$ cat config.mk
export PLATFORM = sky130hd
export DESIGN_NAME = poly_op_scheduler
export DESIGN_NICKNAME = d
export VERILOG_FILES = /design/src/rtl/poly_op_scheduler.sv
export SDC_FILE = /design/constraint.sdc
export NUM_CORES = 1
export LEC_CHECK = 0
export ABC_AREA = 1
export CAP_MARGIN = 15
export CORE_ASPECT_RATIO = 1.5
export CORE_MARGIN = 10
export CORE_UTILIZATION = 40
export CTS_CLUSTER_SIZE = 10
export DETAILED_ROUTE_END_ITERATION = 16
export PLACE_DENSITY = 0.71
export SLEW_MARGIN = 20
export SYNTH_ARGS = -nofsm -noshare
export SYNTH_HDL_FRONTEND = slang
export SYNTH_SLANG_ARGS = --single-unit
export TNS_END_PERCENT = 1
$ cat constraint.sdc
create_clock -name clk -period 1.9 [get_ports clk]
set_clock_uncertainty 0.1 [all_clocks]
set_input_delay 0.19 -clock clk [delete_from_list [all_inputs] [get_ports clk]]
set_output_delay 0.19 -clock clk [all_outputs]
set_load 0.1 [all_outputs]
$ cat src/rtl/poly_op_scheduler.sv
// Round-robin command scheduler for the shared polynomial operation unit:
// grants two requesters, sequences start/done with a watchdog, returns tagged responses.
module poly_op_scheduler #(
    parameter int TAG_W   = 4,
    parameter int TIMEOUT = 4096
) (
    input  logic               clk,
    input  logic               rst,
    input  logic [1:0]         cmd_valid,
    output logic [1:0]         cmd_ready,
    input  logic [5:0]         cmd_mode,
    input  logic [3:0]         cmd_enc,
    input  logic [2*TAG_W-1:0] cmd_tag,
    output logic               op_start,
    output logic [2:0]         op_mode,
    output logic [1:0]         op_encode_mode,
    output logic               op_rst,
    input  logic               op_done,
    output logic               op_owner,
    output logic               busy,
    output logic               rsp_valid,
    output logic               rsp_id,
    output logic [TAG_W-1:0]   rsp_tag,
    output logic               rsp_err
);

    localparam int CNT_W = $clog2(TIMEOUT);

    typedef enum logic [2:0] {
        S_IDLE,
        S_SETUP,
        S_ISSUE,
        S_BUSY,
        S_ABORT,
        S_RESP
    } state_t;

    state_t             state, state_next;
    logic               last_grant;
    logic [TAG_W-1:0]   tag_q;
    logic               err_q;
    logic [CNT_W-1:0]   wd_cnt;

    logic               grant;
    logic               any_valid;
    logic               accept;
    logic [2:0]         sel_mode;
    logic [1:0]         sel_enc;
    logic [TAG_W-1:0]   sel_tag;

    // On contention the requester that did not win last time goes first.
    assign any_valid = |cmd_valid;
    assign grant     = (cmd_valid == 2'b11) ? ~last_grant : cmd_valid[1];
    assign sel_mode  = grant ? cmd_mode[5:3] : cmd_mode[2:0];
    assign sel_enc   = grant ? cmd_enc[3:2]  : cmd_enc[1:0];
    assign sel_tag   = grant ? cmd_tag[2*TAG_W-1:TAG_W] : cmd_tag[TAG_W-1:0];
    assign accept    = (state == S_IDLE) && any_valid;

    always_comb begin
        // NOTE: every output of this block gets a default first so no latch is inferred.
        state_next = state;
        cmd_ready  = 2'b00;
        op_start   = 1'b0;
        op_rst     = 1'b0;
        rsp_valid  = 1'b0;
        case (state)
            S_IDLE: begin
                if (any_valid) begin
                    cmd_ready  = grant ? 2'b10 : 2'b01;
                    state_next = (sel_mode > 3'd4) ? S_RESP : S_SETUP;
                end
            end
            S_SETUP: state_next = S_ISSUE;
            S_ISSUE: begin
                op_start   = 1'b1;
                state_next = S_BUSY;
            end
            S_BUSY: begin
                // A done on the timeout cycle still counts as a normal completion.
                if (op_done)
                    state_next = S_RESP;
                else if (wd_cnt == CNT_W'(TIMEOUT - 1))
                    state_next = S_ABORT;
            end
            S_ABORT: begin
                op_rst     = 1'b1;
                state_next = S_RESP;
            end
            S_RESP: begin
                rsp_valid  = 1'b1;
                state_next = S_IDLE;
            end
            default: state_next = S_IDLE;
        endcase
    end

    // NOTE: sequential state uses non-blocking assignments so all registers update together.
    always_ff @(posedge clk or posedge rst) begin
        if (rst) begin
            state          <= S_IDLE;
            last_grant     <= 1'b1;
            op_mode        <= 3'd0;
            op_encode_mode <= 2'd0;
            op_owner       <= 1'b0;
            tag_q          <= '0;
            err_q          <= 1'b0;
            wd_cnt         <= '0;
        end else begin
            state <= state_next;
            if (accept) begin
                op_mode        <= sel_mode;
                op_encode_mode <= sel_enc;
                op_owner       <= grant;
                last_grant     <= grant;
                tag_q          <= sel_tag;
                err_q          <= (sel_mode > 3'd4);
            end
            if (state == S_ISSUE)
                wd_cnt <= '0;
            else if (state == S_BUSY)
                wd_cnt <= wd_cnt + 1'b1;
            if (state == S_ABORT)
                err_q <= 1'b1;
        end
    end

    // Response fields are gated so they read zero outside the response cycle.
    assign busy    = (state != S_IDLE);
    assign rsp_id  = rsp_valid & op_owner;
    assign rsp_tag = rsp_valid ? tag_q : '0;
    assign rsp_err = rsp_valid & err_q;

endmodule

Yosys cells after proc, flatten, opt, wreduce, memory -nomap -nowiden
Index checks and enable logic that the tools add are counted.
{ "totals": {"output_inout_bits": 18, "in_bits": 23, "elab_cells": 49, "reg_bits": 27} }
{ "classes": {"eq_ne": 9, "addsub": 1, "n_lt_le_gt_ge": 1, "reduce_logical": 7, "bitwise_logic": 3, "muxes": 20} }
{ "op_table": {"columns": ["operator", "n"], "rows": [
  ["2-to-1 mux 12 bit", 2],
  ["2-to-1 mux 3 bit", 5],
  ["case mux 3 bit (5 select lines)", 1],
  ["adder 12 x 1 -> 12 bit, second input constant", 1],
  ["equality test 12 bit, second input constant", 1],
  ["2-to-1 mux 2 bit", 4],
  ["2-to-1 mux 4 bit", 2],
  ["equality test 3 x 2 -> 1 bit, second input constant", 2],
  ["equality test 3 bit, second input constant", 2],
  ["2-to-1 mux 1 bit", 6],
  ["nonzero test 2 bit", 2],
  ["equality test 3 x 1 -> 1 bit, second input constant", 1],
  ["greater-than comparator 3 bit, second input constant", 1],
  ["logical NOT 3 bit", 1],
  ["inequality test 3 bit, second input constant", 1],
  ["nonzero test 3 bit", 1],
  ["bitwise AND 1 bit", 2],
  ["equality test 2 bit, second input constant", 1],
  ["inequality test 2 bit, second input constant", 1],
  ["AND reduction 2 bit", 1],
  ["OR reduction 2 bit", 1],
  ["logical AND 1 bit", 1],
  ["inverter 1 bit", 1]
]} }

Longest topological paths before layout
Gate-level depths: netlist of the first run.
{ "logic_depth": {"ltp_word": 7, "depth_mapped": 8, "depth_no_buf": 8} }

Least setup slack after synthesis of the first run
Ideal clock, no wire load.
{ "synth_timing": {"path_kind": "register to output", "start": "reg state[2]", "end": "out rsp_err", "slack_ps": -2811, "t_required_ps": 1610, "path_stages_with_launch": 5, "arrival_ps": 4421, "path_buffers": 0, "cell_sequence": "dfrtp_1 inv_1 nor3_1 inv_1 nor2_1"} }
{ "synth_between": {"elab_chain_cells": 3} }
{ "synth_rtl": {"columns": ["item", "line_no", "rtl"], "rows": [
  ["start: declaration", "38", "state_t state, state_next;"],
  ["start signal: assignment", "109", "state <= state_next;"],
  ["equality test 3 bit", "66", "case (state)"],
  ["2-to-1 mux 1 bit", "66", null],
  ["net rsp_valid", "21", "output logic rsp_valid,"],
  ["bitwise AND 1 bit", "131", "assign rsp_err = rsp_valid & err_q;"],
  ["end: declaration", "24", "output logic rsp_err"]
]} }
The timed path passes the listed nets, and every way through them passes these cells.

Worst setup path after layout of the first run
{ "layout_timing": {"start": "reg state[2]", "end": "out rsp_tag[0]"} }
{ "layout_between": {"elab_chain_cells": 3} }
{ "layout_rtl": {"columns": ["item", "line_no", "rtl"], "rows": [
  ["equality test 3 bit", "66", null],
  ["2-to-1 mux 1 bit", "66", null],
  ["2-to-1 mux 4 bit", "130", "assign rsp_tag = rsp_valid ? tag_q : '0;"],
  ["end: declaration", "23", "output logic [TAG_W-1:0] rsp_tag,"]
]} }
No other way between the ends.

==> run_results.csv, run 1 <==
group,metric,value,unit
drt,routedWlPerCell,13.1,um
setup_path,r2r-end,"state[2]",
finish,fin_util,64.2,%
placement,globalplace.congestion,0.736,
drt,wl,3860,um
drt,drtIter0Drc,98,
clocking,clkLatencyLatePin,0.27,ns
finish,fin_area,0.00224,mm^2
global_route,grt_max_degree,28,
global_route,grt-ovfl-total,0,
setup_path,worst_r2r_path_depth,7,
pwr,power,3.58,mW
yosys,synth_cells,200,
timing,finalCritPeriodShare,98.4,%
finish,antennaDiodeCount,0,
yosys,synth.most_common_cell,"nand2_1",
timing,maxSlewViolCount,0,
clocking,cts_buffer_depth,2,
timing,hold_viol_final,0,
yosys,syn_area,0.00147,mm^2
clocking,root_buffer,"clkbuf_8",
pwr,ir_drop,1.24,mV
pwr,p_leak,1.03,nW
clocking,path_clk_slew,0.09,ns
floorplanning,row_count,26,
yosys,synth_nets,224,
setup_path,r2r-start,"wd_cnt[1]",
placement,placed_area,0.00212,mm^2
drt,num_vias,1436,
min_path,holdCritPathClass,"primary input to asynchronous set/reset pin",
setup_path,endpoint_kind,"output pin",
drt,via_per_inst,4.87,
finish,drive_above_1_share,23.7,%
floorplanning,die_width,69.5,um
global_route,grt_first_pass_wirelength,7050,um
setup_path,cp.required,1.61,ns
yosys,synthFlopType,"dfrtp_1",
yosys,ys_seq_elements,27,
global_route,antenna_found_initial,0,
clocking,htreeDepth,1,
setup_path,critPathKind,"flop to output pin",
finish,num-fill-cells,297,
placement,dp_cells,285,
placement,pre_cts_ws,0.166,ns
clocking,clock-sinks,27,
run_status,status,"completed",
finish,stdcell_count,295,
global_route,grt_pass1_vias,1584,
timing,setup_ws,0.0313,ns
timing,relSlewSlack,75.9,%
clocking,cts_tree,"yes",
setup_path,cp.arrival,1.58,ns
floorplanning,coreArea,0.00348,mm^2
timing,setup_tns,0,ns
yosys,synth.top_cell.area_share,44.2,%
floorplanning,die_h,94.3,um
floorplanning,start_util,42.3,%
finish,syn2layout_area_growth,51.8,%
setup_path,cp-start-kind,"flop",
yosys,yosys_warnings,0,
timing,clock.fmax,535,MHz
placement,dp_hpwl,3120,um
yosys,yosys-top-cells-area,"dfrtp_1, nand2_1, nor2_1, inv_1, o21ai_0",
timing,holdWs,0.183,ns
floorplanning,dieArea,0.00656,mm^2
run,cap_violations,0,
yosys,synth.avg_cell_area,7.36,um^2
timing,setup_viol_count_final,0,
yosys,ys_seq_area_share,46.0,%
floorplanning,pin_count,41,
yosys,synth_edf_count,0,
yosys,netlist_top_cells_count,"nand2_1, nor2_1, inv_1",
drt,ant_nets,0,
drt,firstDrtPassIters,4,
timing,rsz0062_at_grt,"yes",
placement,port_buffers,40,
yosys,synth_area_leader_cell,"dfrtp_1",
clocking,cts-buffers-inserted,3,
global_route,grt.total_usage,12.6,%
pwr,p_per_area,1600,mW/mm^2
yosys,yosysUniqueCellTypes,24,
setup_path,rrSetupSlack,0.32,ns
timing,layout_min_cycle_time,1.87,ns
setup_path,crit_fanout,6,
yosys,synthArstFlopShare,100,%
drt,drc,0,
finish,fin_nets,278,
timing,tightest_slew,0.360,ns
==> final cells by class <==
class	instances	area, um^2	share of cell area [%]
clock buffer	3	41.3	1.85
clock inverter	1	5.00	0.224
inverter	33	128	5.71
multi-input combinational	138	731	32.7
sequential	27	678	30.3
tap	42	52.6	2.35
timing repair buffer	51	601	26.9
==> routing by layer <==
| layer | part of all wire, % | track usage, % | vias up |
|---|---|---|---|
| met5 | 0 | 0 | - |
| met4 | 0.99 | 3.20 | 0 |
| met3 | 7.0 | 4.44 | 4 |
| met2 | 53 | 23.3 | 34 |
| met1 | 39 | 13.2 | 662 |
| li1 | - | - | 736 |
==> flip-flops by register name, indices dropped and copies added (netlist names) <==
| register | flops |
|---|---|
| op_owner | 1 |
| op_mode | 3 |
| state | 3 |
| last_grant | 1 |
| tag_q | 4 |
| err_q | 1 |
| wd_cnt | 12 |
| op_encode_mode | 2 |
==> power by group <==
group / internal [mW] / total, mW / switching, mW
registers: 0.775 / 0.912 / 0.136
clock network: 0.147 / 0.325 / 0.178
logic: 0.717 / 2.34 / 1.63
==> worst max-delay path by stage <==
| stage | start | end | slack, ns | cells after the start |
|---|---|---|---|---|
| 2_1_floorplan | state[2] | rsp_err | -0.75 | 4 |
| 3_3_place_gp | cmd_valid[0] | cmd_ready[0] | 0.20 | 6 |
| 3_5_place_dp | cmd_valid[0] | cmd_ready[0] | 0.17 | 6 |
| 4_1_cts | state[1] | cmd_ready[0] | 0.009 | 6 |
| 5_1_grt | state[2] | rsp_err | -0.04 | 6 |
| 6_report | state[2] | rsp_tag[0] | 0.03 | 6 |
==> kinds of logic (layout without fill, tap and decap cells) <==
group           Yosys count  in the layout  synth area share, %
simple gates            101            101                 30.5
fa+ha+maj                 1              1                0.849
compound gates           35             35                 12.8
xor+xnor                  1              1                0.595
flops                    27             27                 46.0
buf+inv                  35             88                 9.26
==> worst max-delay path, cell delays in order, from the launching register on <==
cell        delay (ns)
dfrtp_1           0.38
inv_2             0.08
nor3_4            0.25
clkinvlp_4        0.14
buf_12            0.16
nor2_4            0.10
buf_12            0.18
==> cell usage in the layout, fill, tap and decap left out, types with 8 or more instances in the layout <==
master            n
nor2_1           23
clkdlybuf4s50_1  22
dfrtp_1          25
nor2_4           10
buf_4            16
nand2_1          44
o21ai_0          20
inv_1            27
a21oi_1           8
buf_12           13
nand3_1           8
==> timing repair <==
| action | 4_1_cts | 5_1_grt |
|---|---|---|
| hold endpoints to repair | 0 | 0 |
| endpoints found under the setup margin | 7 | 8 |
| buffers inserted | 3 | 3 |
| hold buffers | 0 | 0 |
| gates resized for setup | 2 | 5 |
| pin swaps | 1 | 1 |
Power figures use the tool's default switching activity.
==> inputs of run 2 (changes only) <==
- CORE_UTILIZATION: 40 -> 47
- PLACE_DENSITY: 0.71 -> 0.81
==> run 2 against run 1 <==
Net effect: the run now ends with setup timing left; final cell count shrank 1.4%; highest routed layer unchanged; largest cell class unchanged; combinational power barely moved; via count grew 4.2%; sequential power is essentially flat.
==> run_results.csv, run 2 (synthesis gave the netlist of run 1 again) <==
group,metric,value,unit
run_status,status,"finished with violations",
run_status,violations,"setup timing",
floorplanning,pin_count,41,
global_route,grt-ovfl-total,0,
timing,layout_min_cycle_time,1.91,ns
setup_path,cp.required,1.61,ns
setup_path,critPathSlowestCell,"dfrtp_1",
pwr,p_leak,1.03,nW
finish,fin_area,0.00222,mm^2
drt,wl,3860,um
pwr,power,3.58,mW
drt,via_per_inst,5.14,
setup_path,r2r-start,"wd_cnt[1]",
global_route,grt_first_pass_wirelength,6780,um
drt,firstDrtPassIters,4,
finish,top_register,"wd_cnt",
finish,antennaDiodeCount,0,
timing,relSlewSlack,76.6,%
drt,drtIter0Drc,69,
floorplanning,die_width,65.7,um
setup_path,worst_r2r_path_depth,6,
finish,fin_nets,277,
clocking,clock-sinks,27,
setup_path,crit_fanout,6,
global_route,grt.total_usage,14.4,%
clocking,cts_tree,"yes",
drt,drc,0,
finish,num-fill-cells,230,
timing,setup_viol_count_final,6,
setup_path,path_buf_inv,4,
clocking,path_clk_slew,0.09,ns
finish,fin_util,74.8,%
timing,setup_tns,-0.0389,ns
global_route,antenna_found_initial,0,
finish,mostFrequentLayoutCell,"nand2_1",
timing,hold_viol_final,0,
setup_path,cp.arrival,1.62,ns
timing,finalCritPeriodShare,101,%
timing,rsz0062_at_grt,"yes",
setup_path,crit_path_frequent_cell,"buf_12",
drt,ant_nets,0,
timing,clock.fmax,523,MHz
clocking,holdBufCountCts,0,
floorplanning,start_util,49.5,%
placement,dp_hpwl,3100,um
floorplanning,row_count,24,
finish,reg_top3,"wd_cnt (12), tag_q (4)",
setup_path,critPathKind,"flop to output pin",
placement,globalplace.congestion,0.798,
clocking,clkLatencyLatePin,0.27,ns
pwr,p_per_area,1610,mW/mm^2
finish,drive_above_1_share,23.0,%
finish,largest_register_ffs,12,
setup_path,r2r-end,"wd_cnt[8]",
floorplanning,die_h,88.6,um
setup_path,cp-start-kind,"flop",
clocking,cts-buffers-inserted,3,
setup_path,endpoint_kind,"output pin",
placement,pre_cts_ws,0.150,ns
finish,syn2layout_area_growth,51.0,%
min_path,holdCritPathClass,"primary input to asynchronous set/reset pin",
drt,routedWlPerCell,13.3,um
floorplanning,dieArea,0.00582,mm^2
setup_path,critical_path.max_stage_delay,0.42,ns
timing,tightest_slew,0.350,ns
clocking,root_buffer,"clkbuf_8",
finish,final_cell_mix,"nand2_1, inv_1, dfrtp_1",
placement,port_buffers,40,
clocking,htreeDepth,1,
timing,maxSlewViolCount,0,
timing,setup_ws,-0.0126,ns
pwr,ir_drop,1.25,mV
run,cap_violations,0,
clocking,cts_buffer_depth,2,
drt,num_vias,1497,
setup_path,crit_family,"buffers and inverters",
setup_path,rrSetupSlack,0.35,ns
setup_path,cp_cell_sequence,"inv_2, nor3_4, clkinvlp_4, buf_12, nor2_4, buf_12",
placement,placed_area,0.00211,mm^2
global_route,grt_pass1_vias,1575,
floorplanning,coreArea,0.00297,mm^2
global_route,grt_max_degree,28,
setup_path,crit_start,"state[0]",
-- run 2: cell types whose count changed in the layout (fill, tap and decap cells not counted) --
cell	change
buf_4	-1
clkbuf_1	+1
clkinv_2	-1
nand2_2	-1
nand2_4	+1
nor2_2	+1
nor2_4	-1
-- run 2: repair_timing --
action | CTS | global route
resized for setup | 2 | 5
pin swaps | 1 | 1
gates cloned | 0 | 0
endpoints found under the setup margin | 7 | 7
buffers inserted | 3 | 2
-- run 2: worst reg2reg max path: cells and delay by family (launching register included) --
family	cells	cell delay, ns
simple gates	4	0.53
flops	1	0.41
fa+ha+maj	1	0.23
compound gates	1	0.18
-- run 2: routing by layer --
metal	vias to the layer above	track usage [%]	wire length, um
met3	5	5.19	280
met4	0	5.08	50
met2	41	26.7	2130
met5	-	0	0
li1	736	-	-
met1	715	14.1	1400
-- run 2: metrics by stage --
| step | hold WS [ns] | std cells |
|---|---|---|
| after floorplan | 0.142 | 200 |
| after global placement | 0.355 | 282 |
| after detailed placement | 0.367 | 282 |
| after CTS | 0.186 | 289 |
| after global routing | 0.213 | 291 |
| final | 0.170 | 291 |
-- run 2: final cells by class --
cell class                      instances  area, um^2  share of cell area, %
Clock buffer                            4        45.0                   2.03
Sequential cell                        27         678                   30.5
Timing Repair Buffer                   50         593                   26.7
Multi-Input combinational cell        138         731                   32.9
Inverter                               33         128                   5.74
Tap cell                               39        48.8                   2.19
-- run 2: worst max-delay path by stage --
stage / slack (ns) / endpoint / cells past startpoint
floorplan: -0.75 / rsp_err / 4
global placement: 0.21 / cmd_ready[0] / 6
detailed placement: 0.15 / tag_q[3] / 7
CTS: 0.001 / cmd_ready[0] / 6
global route: -0.1 / rsp_tag[3] / 6
finish: -0.01 / rsp_tag[3] / 6
-- run 2: power by group --
part | internal [mW] | total, mW | switching [mW] | leakage [nW]
Clock | 0.150 | 0.328 | 0.178 | 0.0228
Combinational | 0.709 | 2.34 | 1.63 | 0.661
Sequential | 0.775 | 0.913 | 0.138 | 0.345
==> inputs of run 3 (changes only) <==
- PLACE_DENSITY: 0.81 -> not set
- PLACE_DENSITY_LB_ADDON: not set -> 0.3
==> run 3 against run 2 <==
Net effect: the run now ends clean; routed wire length is essentially flat; non-clock buffer count is the same; die area unchanged; sequential share of layout area hardly changed; register-to-register slack lost 0.02 ns; critical endpoint is now rsp_tag[1]; maximum frequency is 1.0% higher; worst hold slack gained 0.0038 ns; count of clock-buffer cells in the layout did not move; utilization fell by 0.084 points; first-iteration DRC count decreased by 14%; largest cell class unchanged; sequential cell count unchanged.
==> run_results.csv, run 3 (synthesis gave the netlist of run 1 again) <==
group,metric,value,unit
drt,drtIter0Drc,59,
timing,hold_viol_final,0,
setup_path,critical_path.max_stage_delay,0.41,ns
drt,drc,0,
clocking,root_buffer,"clkbuf_8",
run_status,status,"completed",
setup_path,cp.required,1.61,ns
global_route,grt_max_degree,28,
setup_path,crit_fanout,6,
timing,tightest_slew,0.351,ns
timing,setup_viol_count_final,0,
floorplanning,coreArea,0.00297,mm^2
clocking,clock-sinks,27,
floorplanning,die_h,88.6,um
global_route,grt.total_usage,14.6,%
clocking,cts_tree,"yes",
finish,fin_nets,277,
placement,globalplace.congestion,0.804,
finish,final_cell_mix,"nand2_1, inv_1, dfrtp_1",
setup_path,cp-start-kind,"flop",
timing,clock.fmax,528,MHz
global_route,antenna_found_initial,0,
setup_path,crit_path_frequent_cell,"buf_12",
clocking,cts_buffer_depth,2,
finish,antennaDiodeCount,0,
drt,routedWlPerCell,13.3,um
clocking,cts-buffers-inserted,3,
timing,holdWs,0.174,ns
drt,num_vias,1432,
pwr,power,3.58,mW
setup_path,crit_family,"buffers and inverters",
global_route,grt_first_pass_wirelength,6750,um
drt,firstDrtPassIters,4,
timing,maxSlewViolCount,0,
floorplanning,start_util,49.5,%
setup_path,cp.arrival,1.60,ns
clocking,htreeDepth,1,
finish,largest_register_ffs,12,
finish,top_register,"wd_cnt",
finish,mostFrequentLayoutCell,"nand2_1",
finish,fin_area,0.00222,mm^2
timing,rsz0062_at_grt,"yes",
drt,wl,3860,um
floorplanning,dieArea,0.00582,mm^2
timing,relSlewSlack,76.6,%
setup_path,critPathSlowestCell,"dfrtp_1",
timing,finalCritPeriodShare,99.7,%
setup_path,cp_cell_sequence,"inv_2, nor3_4, clkinvlp_4, buf_12, nor2_4, buf_12",
pwr,p_leak,1.03,nW
run,cap_violations,0,
min_path,holdCritPathClass,"primary input to asynchronous set/reset pin",
global_route,grt-ovfl-total,0,
global_route,grt_pass1_vias,1531,
finish,num-fill-cells,218,
clocking,clkLatencyLatePin,0.28,ns
pwr,ir_drop,1.96,mV
clocking,holdBufCountCts,0,
clocking,path_clk_slew,0.09,ns
floorplanning,die_width,65.7,um
placement,dp_hpwl,3050,um
floorplanning,pin_count,41,
setup_path,endpoint_kind,"output pin",
drt,ant_nets,0,
finish,syn2layout_area_growth,50.8,%
floorplanning,row_count,24,
placement,placed_area,0.00211,mm^2
drt,via_per_inst,4.92,
finish,drive_above_1_share,22.6,%
timing,layout_min_cycle_time,1.89,ns
pwr,p_per_area,1610,mW/mm^2
placement,port_buffers,40,
setup_path,critPathKind,"flop to output pin",
finish,reg_top3,"wd_cnt (12), tag_q (4)",
setup_path,path_buf_inv,4,
finish,fin_util,74.7,%
run 3: changes by cell type in the layout (fill, tap and decap cells not counted):
cell / before / now
nand2_1: 44 / 45
nand2_2: 1 / 0
run 3: timing repair:
item | CTS | global route
setup buffers | 3 | 3
endpoints found under the hold margin | 0 | 0
resized for setup | 3 | 3
pin swaps | 1 | 1
endpoints found under the setup margin | 7 | 7
run 3: through the flow:
| stage | instances | setup slack (ns) | setup TNS, ns |
|---|---|---|---|
| 6_report | 291 | 0.00654 | 0 |
| 5_1_grt | 291 | -0.0746 | -0.455 |
| 4_1_cts | 288 | 0.0184 | 0 |
| 3_5_place_dp | 281 | 0.180 | 0 |
| 3_3_place_gp | 281 | 0.221 | 0 |
| 2_1_floorplan | 200 | -0.745 | -7.36 |
run 3: power breakdown:
group / switching (mW) / total, mW / internal, mW
sequential: 0.133 / 0.908 / 0.775
clock: 0.180 / 0.330 / 0.151
combinational: 1.63 / 2.34 / 0.715
run 3: final cells by class:
class                           instances  area, um^2  area share [%]
Clock buffer                            4        45.0            2.03
Inverter                               33         128            5.75
Multi-Input combinational cell        138         728            32.8
Sequential cell                        27         678            30.5
Tap cell                               39        48.8            2.20
Timing Repair Buffer                   50         593            26.7
run 3: worst reg2reg max path: stages, from the launching register on:
cell and delay [ns]:
dfrtp_1 0.40, ha_1 0.22, nand3_2 0.12, nor2_1 0.23
nand3_1 0.14, nand2_1 0.14, nand2_1 0.06, a21oi_1 0.10
run 3: layer usage:
layer | vias up | part of all wire (%) | track usage [%] | wire (um)
met5 | - | 0 | 0 | 0
met4 | 0 | 2.4 | 7.81 | 91
met3 | 7 | 5.7 | 4.18 | 221
met2 | 40 | 55 | 26.5 | 2120
met1 | 649 | 37 | 14.4 | 1430
li1 | 736 | - | - | -
run 3: final timing paths:
path | startpoint | slack, ns | depth (start not counted) | to
worst max-delay path | state[0] | 0.007 | 6 | rsp_tag[1]
worst min-delay path | rst | 0.17 | 3 | wd_cnt[4]
worst max register to register | wd_cnt[1] | 0.33 | 7 | state[2]
worst min register to register | last_grant | 0.38 | 2 | last_grant
max in group asynchronous | rst | 1.22 | 3 | last_grant
min in group clk | last_grant | 0.38 | 2 | last_grant
